[config.mk]
export PLATFORM = sky130hd
export DESIGN_NAME = iir_out_serializer
export DESIGN_NICKNAME = d
export VERILOG_FILES = /design/src/rtl/iir_out_serializer.sv
export SDC_FILE = /design/constraint.sdc
export NUM_CORES = 1
export LEC_CHECK = 0
export BUFFER_PORTS_ARGS = -buffer_cell sky130_fd_sc_hd__buf_2
export CAP_MARGIN = 30
export CORE_MARGIN = 2
export CORE_UTILIZATION = 43
export DETAILED_ROUTE_END_ITERATION = 10
export GPL_TIMING_DRIVEN = 1
export SYNTH_ARGS = -nofsm -noshare
export SYNTH_HDL_FRONTEND = slang
export SYNTH_SLANG_ARGS = --single-unit
[constraint.sdc]
create_clock -name clk -period 2.6 [get_ports clk]
set_input_delay 0.13 -clock clk [delete_from_list [all_inputs] [get_ports clk]]
set_output_delay 0.13 -clock clk [all_outputs]
set_load 0.03 [all_outputs]
[src/rtl/iir_out_serializer.sv]
// Buffers IIR filter results in a small FIFO and shifts each one out as a start/data/stop serial frame.
// Define IIR_SER_PARITY_EN to insert an even-parity bit between the last data bit and the stop bit.
module iir_out_serializer #(
    parameter int unsigned W     = 5,
    parameter int unsigned DEPTH = 4,
    parameter int unsigned DIV   = 4
) (
    input  logic                     clk,
    input  logic                     rst,
    input  logic [W-1:0]             y,
    input  logic                     yval,
    output logic                     sdo,
    output logic                     sframe,
    output logic                     busy,
    output logic [$clog2(DEPTH):0]   level,
    output logic                     overflow
);

    localparam int unsigned AW = $clog2(DEPTH);
    localparam int unsigned LW = AW + 1;
    localparam int unsigned TW = (DIV > 1) ? $clog2(DIV) : 1;
    localparam int unsigned IW = (W > 1) ? $clog2(W) : 1;

    typedef enum logic [2:0] {
        IDLE,
        START,
        DATA,
`ifdef IIR_SER_PARITY_EN
        PARITY,
`endif
        STOP
    } state_t;

    state_t          state, state_n;
    logic [TW-1:0]   tmr, tmr_n;
    logic [IW-1:0]   idx, idx_n;
    logic [W-1:0]    shift, shift_n;
`ifdef IIR_SER_PARITY_EN
    logic            par, par_n;
`endif
    logic            sdo_n, sframe_n, busy_n;
    logic [LW-1:0]   level_n;

    logic            yval_d;
    logic            cap, full, pop, acc, drop, bit_end;
    logic [W-1:0]    mem [DEPTH];
    logic [AW-1:0]   wr_ptr, rd_ptr;

    // A held-high yval yields a single sample; a slot freed by a same-edge pop is reusable
    assign cap     = yval && !yval_d;
    assign full    = (level == LW'(DEPTH));
    assign acc     = cap && (!full || pop);
    assign drop    = cap && full && !pop;
    assign bit_end = (tmr == TW'(DIV - 1));

    // Next-state, frame sequencing and next registered outputs
    always_comb begin
        state_n  = state;
        tmr_n    = tmr;
        idx_n    = idx;
        shift_n  = shift;
`ifdef IIR_SER_PARITY_EN
        par_n    = par;
`endif
        pop      = 1'b0;
        sdo_n    = 1'b1;
        sframe_n = 1'b0;

        case (state)
            IDLE: begin
                if (level != '0) begin
                    pop     = 1'b1;
                    shift_n = mem[rd_ptr];
`ifdef IIR_SER_PARITY_EN
                    par_n   = ^mem[rd_ptr];
`endif
                    tmr_n   = '0;
                    idx_n   = '0;
                    state_n = START;
                end
            end
            START: begin
                if (bit_end) begin
                    tmr_n   = '0;
                    state_n = DATA;
                end else begin
                    tmr_n = tmr + TW'(1);
                end
            end
            DATA: begin
                if (bit_end) begin
                    tmr_n   = '0;
                    shift_n = shift << 1;
                    if (idx == IW'(W - 1)) begin
`ifdef IIR_SER_PARITY_EN
                        state_n = PARITY;
`else
                        state_n = STOP;
`endif
                    end else begin
                        idx_n = idx + IW'(1);
                    end
                end else begin
                    tmr_n = tmr + TW'(1);
                end
            end
`ifdef IIR_SER_PARITY_EN
            PARITY: begin
                if (bit_end) begin
                    tmr_n   = '0;
                    state_n = STOP;
                end else begin
                    tmr_n = tmr + TW'(1);
                end
            end
`endif
            STOP: begin
                if (bit_end) begin
                    tmr_n   = '0;
                    state_n = IDLE;
                end else begin
                    tmr_n = tmr + TW'(1);
                end
            end
            default: state_n = IDLE;
        endcase

        // Line level follows the state being entered so sdo/sframe are registered
        case (state_n)
            START: begin
                sdo_n    = 1'b0;
                sframe_n = 1'b1;
            end
            DATA: begin
                sdo_n    = shift_n[W-1];
                sframe_n = 1'b1;
            end
`ifdef IIR_SER_PARITY_EN
            PARITY: begin
                sdo_n    = par_n;
                sframe_n = 1'b1;
            end
`endif
            STOP: begin
                sdo_n    = 1'b1;
                sframe_n = 1'b1;
            end
            default: begin
                sdo_n    = 1'b1;
                sframe_n = 1'b0;
            end
        endcase
    end

    always_comb begin
        level_n = level;
        case ({acc, pop})
            2'b10:   level_n = level + LW'(1);
            2'b01:   level_n = level - LW'(1);
            default: level_n = level;
        endcase
        busy_n = (level_n != '0) || (state_n != IDLE);
    end

    always_ff @(posedge clk) begin
        if (rst) begin
            state    <= IDLE;
            tmr      <= '0;
            idx      <= '0;
            shift    <= '0;
`ifdef IIR_SER_PARITY_EN
            par      <= 1'b0;
`endif
            yval_d   <= 1'b0;
            wr_ptr   <= '0;
            rd_ptr   <= '0;
            level    <= '0;
            overflow <= 1'b0;
            sdo      <= 1'b1;
            sframe   <= 1'b0;
            busy     <= 1'b0;
        end else begin
            state    <= state_n;
            tmr      <= tmr_n;
            idx      <= idx_n;
            shift    <= shift_n;
`ifdef IIR_SER_PARITY_EN
            par      <= par_n;
`endif
            yval_d   <= yval;
            level    <= level_n;
            sdo      <= sdo_n;
            sframe   <= sframe_n;
            busy     <= busy_n;
            if (acc) wr_ptr <= wr_ptr + AW'(1);
            if (pop) rd_ptr <= rd_ptr + AW'(1);
            if (drop) overflow <= 1'b1;
        end
    end

    // Sample storage; contents are don't-care while the pointers are reset
    always_ff @(posedge clk) begin
        if (!rst && acc) mem[wr_ptr] <= y;
    end

endmodule

==> results of run 1 <==
[through the flow]
step                hold WS, ns  utilization [%]  cell area, um2  power (uW)
finish                   0.0427             49.1            2300        1560
global route             0.0349             49.1            2300        1650
CTS                      0.0327             49.1            2300        1580
detailed placement        0.351             46.6            2190        1040
global placement          0.340             46.6            2190        1030
floorplan                 0.229                -            2080         992
[Yosys cell counts, drive strengths merged]
library cell / number / area share [%]
nor3: 7 / 2.5
a22oi: 4 / 1.4
nor3b: 2 / 0.72
ha: 7 / 4.2
and3: 1 / 0.30
and2: 5 / 1.5
conb: 1 / 0.18
a41oi: 1 / 0.42
or2: 1 / 0.30
a31oi: 4 / 1.9
nand4: 2 / 0.60
or3: 3 / 1.1
o21ai: 2 / 0.48
a211oi: 1 / 0.36
o41ai: 1 / 0.42
nand3: 1 / 0.24
or3b: 1 / 0.42
mux4: 5 / 5.4
dfxtp: 27 / 26
clkbuf: 3 / 0.54
xnor2: 6 / 2.5
a311oi: 1 / 0.42
nor2: 23 / 4.3
buf: 5 / 1.4
mux2: 2 / 1.3
xor2: 1 / 0.42
mux2i: 1 / 0.48
edfxtp: 20 / 29
a22o: 1 / 0.42
inv: 9 / 1.6
a2111o: 1 / 0.54
and4bb: 1 / 0.60
o21bai: 2 / 0.72
o221ai: 1 / 0.42
a31o: 1 / 0.42
nand2b: 2 / 0.60
a21oi: 8 / 2.5
nor2b: 2 / 0.60
fa: 1 / 0.96
nand2: 9 / 1.6
[layout make-up]
class / instances / area, um2
multi-input cells: 112 / 860
well taps: 54 / 67.6
clock buffers: 5 / 68.8
flip-flops and latches: 47 / 1140
inverters: 9 / 33.8
fillers: 420 / 2390
clock inverters: 3 / 46.3
repair buffers: 16 / 85.1
[state kept, by name (all words and copies together) (netlist names), named ones only]
register  cells
busy          1
wr_ptr        2
rd_ptr        2
shift         5
level         3
state         3
yval_d        1
overflow      1
sframe        1
sdo           1
idx           3
tmr           2
mem          20
[cell families after synthesis]
group                    count (synthesis)  share of synthesized area, %
AND/OR/NAND/NOR                         60                          15.4
flip-flops                              47                          55.0
AO/OA/AOI/OAI                           28                          10.5
buffers and inverters                   17                          3.62
adder cells (fa/ha/maj)                  8                          5.18
multiplexers                             8                          7.17
XOR/XNOR                                 7                          2.95
other                                    1                         0.181
[per-layer routing]
metal / vias to the layer above / part of all wire [%] / global-route usage (%)
met5: - / 0 / 0
met4: 0 / 1.3 / 5.45
met2: 23 / 49 / 23.3
li1: 658 / - / -
met1: 622 / 46 / 20.1
met3: 6 / 2.9 / 3.70
[power groups by stage]
stage / clock (uW) / sequential [uW] / combinational [uW]
floorplan: 0 / 852 / 139
global placement: 0 / 844 / 186
detailed placement: 0 / 847 / 194
CTS: 555 / 830 / 196
global route: 599 / 835 / 215
finish: 535 / 830 / 194
[final timing paths]
kind / start / endpoint / cells past startpoint
min: y[3] / mem[3][3]$_DFFE_PP_ / 1
max: level[0]$_SDFF_PP0_ / busy$_SDFF_PP0_ / 8
min reg2reg: shift[2]$_SDFFE_PP0P_ / shift[2]$_SDFFE_PP0P_ / 2
max reg2reg: level[0]$_SDFF_PP0_ / busy$_SDFF_PP0_ / 8
==> key figures, run 1 <==
Hold path
  – Class of the worst hold path: in -> reg

Timing
  – Final min period: approximately 2.4 ns
  – Sum Neg Setup Slack: 0 ns
  – Tcrit/Tclk final: 91.6%
  – Worst Tran Pin Value: 0.540 ns
  – Final setup fails: 0
  – Slew headroom: between 60% and 70%
  – Final Max Tran Viols: 0
  – Setup ws final: about 0.22 ns
  – Highest Clock Rate: approximately 420 MHz
  – Post-Route Skew: about 0.0096 ns
  – RSZ-0062 raised after global routing: no
  – Final Hold Vio Count: 0

Power and ir drop
  – Leak pwr: just over 0.0008 uW
  – Power per cell area: between 600 and 700 nW/um2
  – Reg power frac: 53.2%
  – Switching component of the power: just under 400 uW
  – Clock Power Share: about a third
  – Max VDD drop: around 0.32 mV
  – Sw Ratio: 24.7%
  – Power share of the combinational group: between 10 and 15%
  – Pint: 1170 uW

Clocking
  – Sink Count: 47
  – Post-CTS sizing: 0
  – CTS max path bufs: 2
  – Post CTS Setup Buffer Count: 0
  – Number of buffers created by CTS: 5
  – Clk root buf: clkbuf_8
  – CTS tree: done
  – H-tree Lvls: 2
  – Worst-path clk slew: 0.09 ns
  – Cts hold-fix bufs: 0
  – Clk_lat worst skew: approximately 0.30 ns

Floorplan
  – Die width: 73.5 um
  – Initial Utilization: between 40% and 50%
  – Full die area: between 5000 and 6000 um2
  – Core ar.: 4690 um2
  – Die height: between 70 and 80 um
  – Std cell rows: 25
  – Top-level port count: 15

Setup path
  – CP Launch Type: flop
  – Largest delay contributor family on the critical path: simple AND/OR/NAND/NOR gates
  – Largest fanout on the critical path: 10
  – Critical path buffer and inverter count: 0
  – FF-to-FF setup slack: approximately 0.22 ns
  – CP required: 2.77 ns
  – Critical Path AT: approximately 2.6 ns
  – Worst path slowest cell: dfxtp_1
  – CP Cell Sequence: or3_4 > and2_1 > nand2_1 > fa_1 > or3_1 > and3_1 > nor3_1 > a31oi_1
  – Slowest Stage Delay on Critical Path: between 0.4 and 0.5 ns
  – WS Path Type: reg -> reg
  – CP Capture Type: flop

Logic synthesis
  – Synthesized area: approximately 2100 um2
  – Register bit total from synthesis: 47
  – Synth warnings: 0
  – Cells after Synth: ~180
  – Post-synthesis sequential area ratio: 55.0%
  – Yosys cell types: 50
  – Mapped Avg Cell Area: 11.8 um2
  – Net count after synthesis: 192

Detailed routing
  – Final wirelength: between 3000 and 4000 um
  – Number of iterations in the first detailed-routing pass: 4
  – DR vias: 1,309
  – Routed Antenna Nets: 0
  – Avg Vias per Cell: around 5.3
  – DRC Markers: 0
  – Wire length per cell: 14.8 um
  – 1st-iter DRT viols: 65

Job
  – Max cap viols: 0

Place
  – # port buffers: 14
  – Placed cells: 238
  – Routability cong.: approximately 0.90
  – DP Wirelength: around 2700 um
  – Place WS: around 0.24 ns

GRT
  – GRT Total Usage: ~15%
  – Largest net degree at the start of global routing: 27
  – Initial antenna violation count: 0
  – Total grt overflow: 0
  – Vias in the first global route: around 1,300
  – First-pass GRT wire length: 6020 um

Layout
  – Commonest non-fill, non-tap cell in the layout: dfxtp_1
  – Layout cells sized above 1: between 20% and 30%
  – Layout Cells excl Fill: ~250
  – Nets: between 200 and 250
  – Synth-to-Final Area Change: 10.9%
  – Most frequent cells in the layout: dfxtp_1, nor2_1, edfxtp_1
  – Ant diodes: 0

Outcome
  – Status: finished clean
(Power assumes the default switching activity.)
==> run 2, diff against run 1 <==
--- a/config.mk
+++ b/config.mk
@@ -11,6 +11,7 @@
 export CORE_UTILIZATION = 43
 export DETAILED_ROUTE_END_ITERATION = 10
 export GPL_TIMING_DRIVEN = 1
+export SLEW_MARGIN = 20
 export SYNTH_ARGS = -nofsm -noshare
 export SYNTH_HDL_FRONTEND = slang
 export SYNTH_SLANG_ARGS = --single-unit
==> constraint.sdc (replaced) <==
create_clock -name clk -period 2.6 [get_ports clk]
set_input_delay 0.52 -clock clk [delete_from_list [all_inputs] [get_ports clk]]
set_output_delay 0.52 -clock clk [all_outputs]
set_load 0.03 [all_outputs]
==> run 2 against run 1 <==
  * Final cell count rose by 0.41%
  * Worst setup slack got worse by 0.0018 ns
  * Clock-buffer cell count unchanged
  * Cell area increased by 0.33%
  * Routed wire length is 2.0% lower
  * Via count up 2.0%
  * Power hardly changed
  * Worst hold slack better by 0.38 ns
  * Critical path type unchanged
==> key figures, run 2 (synthesized netlist as in run 1, its figures left out) <==
Timing
  – Final min period: 2.38 ns (about the same)
  – Worst Tran Pin Value: 0.528 ns (was 0.540 ns)
  – Final Max Tran Viols: 0 (unchanged)
  – RSZ-0062 raised after global routing: no (unchanged)
  – Hold_ws: 0.427 ns (was 0.0427 ns)
  – Post-Route Skew: 0.0133 ns (was 0.00960 ns)
  – Highest Clock Rate: 420 MHz (about the same)
  – Sum Neg Setup Slack: 0 ns (unchanged)
  – Final setup fails: 0 (unchanged)
  – Slew headroom: 64.7% (was 63.9%)
  – Final Hold Vio Count: 0 (unchanged)
  – Tcrit/Tclk final: 91.7% (was 91.6%)

Detailed routing
  – Routed Antenna Nets: 0 (unchanged)
  – DRC Markers: 0 (unchanged)
  – DR vias: 1,335 (was 1,309)
  – Avg Vias per Cell: 5.40 (was 5.32)
  – Wire length per cell: 14.4 um (was 14.8 um)
  – Number of iterations in the first detailed-routing pass: 4 (unchanged)
  – 1st-iter DRT viols: 68 (was 65)
  – Final wirelength: 3560 um (was 3640 um)

Setup path
  – Slowest Stage Delay on Critical Path: 0.49 ns (about the same)
  – CP Capture Type: flop (unchanged)
  – Worst R2R Path Depth: 8 (unchanged)
  – Worst path slowest cell: dfxtp_1 (unchanged)
  – Largest delay contributor family on the critical path: simple AND/OR/NAND/NOR gates (unchanged)
  – Critical path buffer and inverter count: 0 (unchanged)
  – CP required: 2.77 ns (about the same)
  – CP Launch Type: flop (unchanged)
  – FF-to-FF setup slack: 0.22 ns (about the same)
  – Reg2reg end: busy$_SDFF_PP0_ (unchanged)
  – R2r startpoint: level[0]$_SDFF_PP0_ (unchanged)
  – Largest fanout on the critical path: 10 (unchanged)
  – Critical Path AT: 2.55 ns (about the same)
  – WS Path Type: reg -> reg (unchanged)
  – CP Cell Sequence: or3_4 > and2_1 > nand2_1 > fa_1 > or3_1 > and3_1 > nor3_1 > a31oi_1 (unchanged)

Hold path
  – Hold Crit Start: y[0] (was y[3])
  – Class of the worst hold path: in -> reg (unchanged)
  – Hold path cells: 1 (unchanged)
  – Hold Path End: mem[0][0]$_DFFE_PP_ (was mem[3][3]$_DFFE_PP_)

Layout
  – Sequential cell area: 1140 um2 (unchanged)
  – Max reg flops: 20 (unchanged)
  – Ant diodes: 0 (unchanged)
  – Synth-to-Final Area Change: 11.3% (was 10.9%)
  – Layout cells sized above 1: 21.2% (was 20.8%)
  – Nets: 208 (was 207)
  – Largest registers: mem x20, shift x5 (unchanged)
  – Multi-input gate area: 860 um2 (unchanged)
  – # fillers: 422 (was 420)
  – Most flop-heavy register: mem (unchanged)
  – Layout Cells excl Fill: 247 (was 246)
  – Most frequent cells in the layout: dfxtp_1, nor2_1, edfxtp_1 (unchanged)
  – Commonest non-fill, non-tap cell in the layout: dfxtp_1 (unchanged)

Power and ir drop
  – Clock Power Share: 34.3% (about the same)
  – Power per cell area: 675 nW/um2 (was 677 nW/um2)
  – Max VDD drop: 0.320 mV (was 0.322 mV)
  – Switching component of the power: 383 uW (was 384 uW)
  – Pint: 1180 uW (was 1170 uW)
  – Sw Ratio: 24.6% (was 24.7%)
  – Leak pwr: 0.000833 uW (was 0.000828 uW)
  – Reg power frac: 53.2% (about the same)
  – Power share of the combinational group: 12.5% (about the same)

Place
  – Routability cong.: 0.938 (was 0.899)
  – # port buffers: 14 (unchanged)
  – DP Wirelength: 2600 um (was 2680 um)
  – Placed cells: 239 (was 238)

GRT
  – GRT Total Usage: 14.8% (was 14.9%)
  – Total grt overflow: 0 (unchanged)
  – First-pass GRT wire length: 6020 um (unchanged)
  – Initial antenna violation count: 0 (unchanged)
  – Vias in the first global route: 1,331 (was 1,268)
  – Largest net degree at the start of global routing: 27 (unchanged)

Job
  – Max cap viols: 0 (unchanged)

Clocking
  – Worst-path clk slew: 0.09 ns (about the same)
  – Number of buffers created by CTS: 5 (unchanged)
  – Sink Count: 47 (unchanged)
  – Clk root buf: clkbuf_8 (unchanged)
  – Clk_lat worst skew: 0.30 ns (about the same)
  – CTS tree: done (unchanged)
  – CTS max path bufs: 2 (unchanged)
  – Cts hold-fix bufs: 0 (unchanged)
  – Post-CTS sizing: 0 (unchanged)
  – H-tree Lvls: 2 (unchanged)
  – Post CTS Setup Buffer Count: 0 (unchanged)

Floorplan
  – Initial Utilization: 44.2% (unchanged)
  – Std cell rows: 25 (unchanged)
  – Die width: 73.5 um (unchanged)
  – Die height: 73.5 um (unchanged)
  – Core ar.: 4690 um2 (unchanged)
  – Full die area: 5400 um2 (unchanged)
  – Top-level port count: 15 (unchanged)

Outcome
  – Status: finished clean (unchanged)
## run 2: cell types whose count changed in the layout (fill, tap and decap cells not counted)
cell,delta
buf_4,+1
## run 2: final cells by class
| type | instances | share of cell area (%) |
|---|---|---|
| Clock inverter | 3 | 2.00 |
| Inverter | 9 | 1.46 |
| Sequential cell | 47 | 49.4 |
| Tap cell | 54 | 2.93 |
| Timing Repair Buffer | 17 | 4.01 |
| Multi-Input combinational cell | 112 | 37.2 |
| Clock buffer | 5 | 2.98 |
## run 2: how the worst max path moves through the flow
| stage | startpoint | end | cells after the start |
|---|---|---|---|
| 2_1_floorplan | level[1]$_SDFF_PP0_ | busy$_SDFF_PP0_ | 9 |
| 5_1_grt | level[0]$_SDFF_PP0_ | busy$_SDFF_PP0_ | 8 |
| 3_5_place_dp | level[0]$_SDFF_PP0_ | busy$_SDFF_PP0_ | 8 |
| 4_1_cts | level[0]$_SDFF_PP0_ | busy$_SDFF_PP0_ | 8 |
| 6_report | level[0]$_SDFF_PP0_ | busy$_SDFF_PP0_ | 8 |
| 3_3_place_gp | level[0]$_SDFF_PP0_ | busy$_SDFF_PP0_ | 8 |
## run 2: routing by layer
metal	up-vias	global-route usage [%]	share of wire (%)
met2	22	24.9	50
met3	11	3.57	3.1
met5	-	0	0
met4	0	7.68	2.8
met1	646	17.6	44
li1	656	-	-
## run 2: through the flow
| step | area (um2) | worst slack (ns) | utilization (%) | power (uW) |
|---|---|---|---|---|
| final | 2310 | 0.217 | 49.2 | 1560 |
| after global routing | 2310 | 0.0667 | 49.2 | 1630 |
| after CTS | 2310 | 0.243 | 49.2 | 1580 |
| after detailed placement | 2190 | 0.248 | 46.8 | 1040 |
| after global placement | 2190 | 0.350 | 46.8 | 1030 |
| after floorplan | 2080 | 0.0270 | - | 992 |
## run 2: power groups by stage
| stage | clock (uW) | combinational, uW | sequential, uW |
|---|---|---|---|
| floorplan | 0 | 139 | 852 |
| global placement | 0 | 188 | 844 |
| detailed placement | 0 | 194 | 847 |
| CTS | 554 | 196 | 830 |
| global route | 580 | 213 | 835 |
| finish | 535 | 194 | 829 |
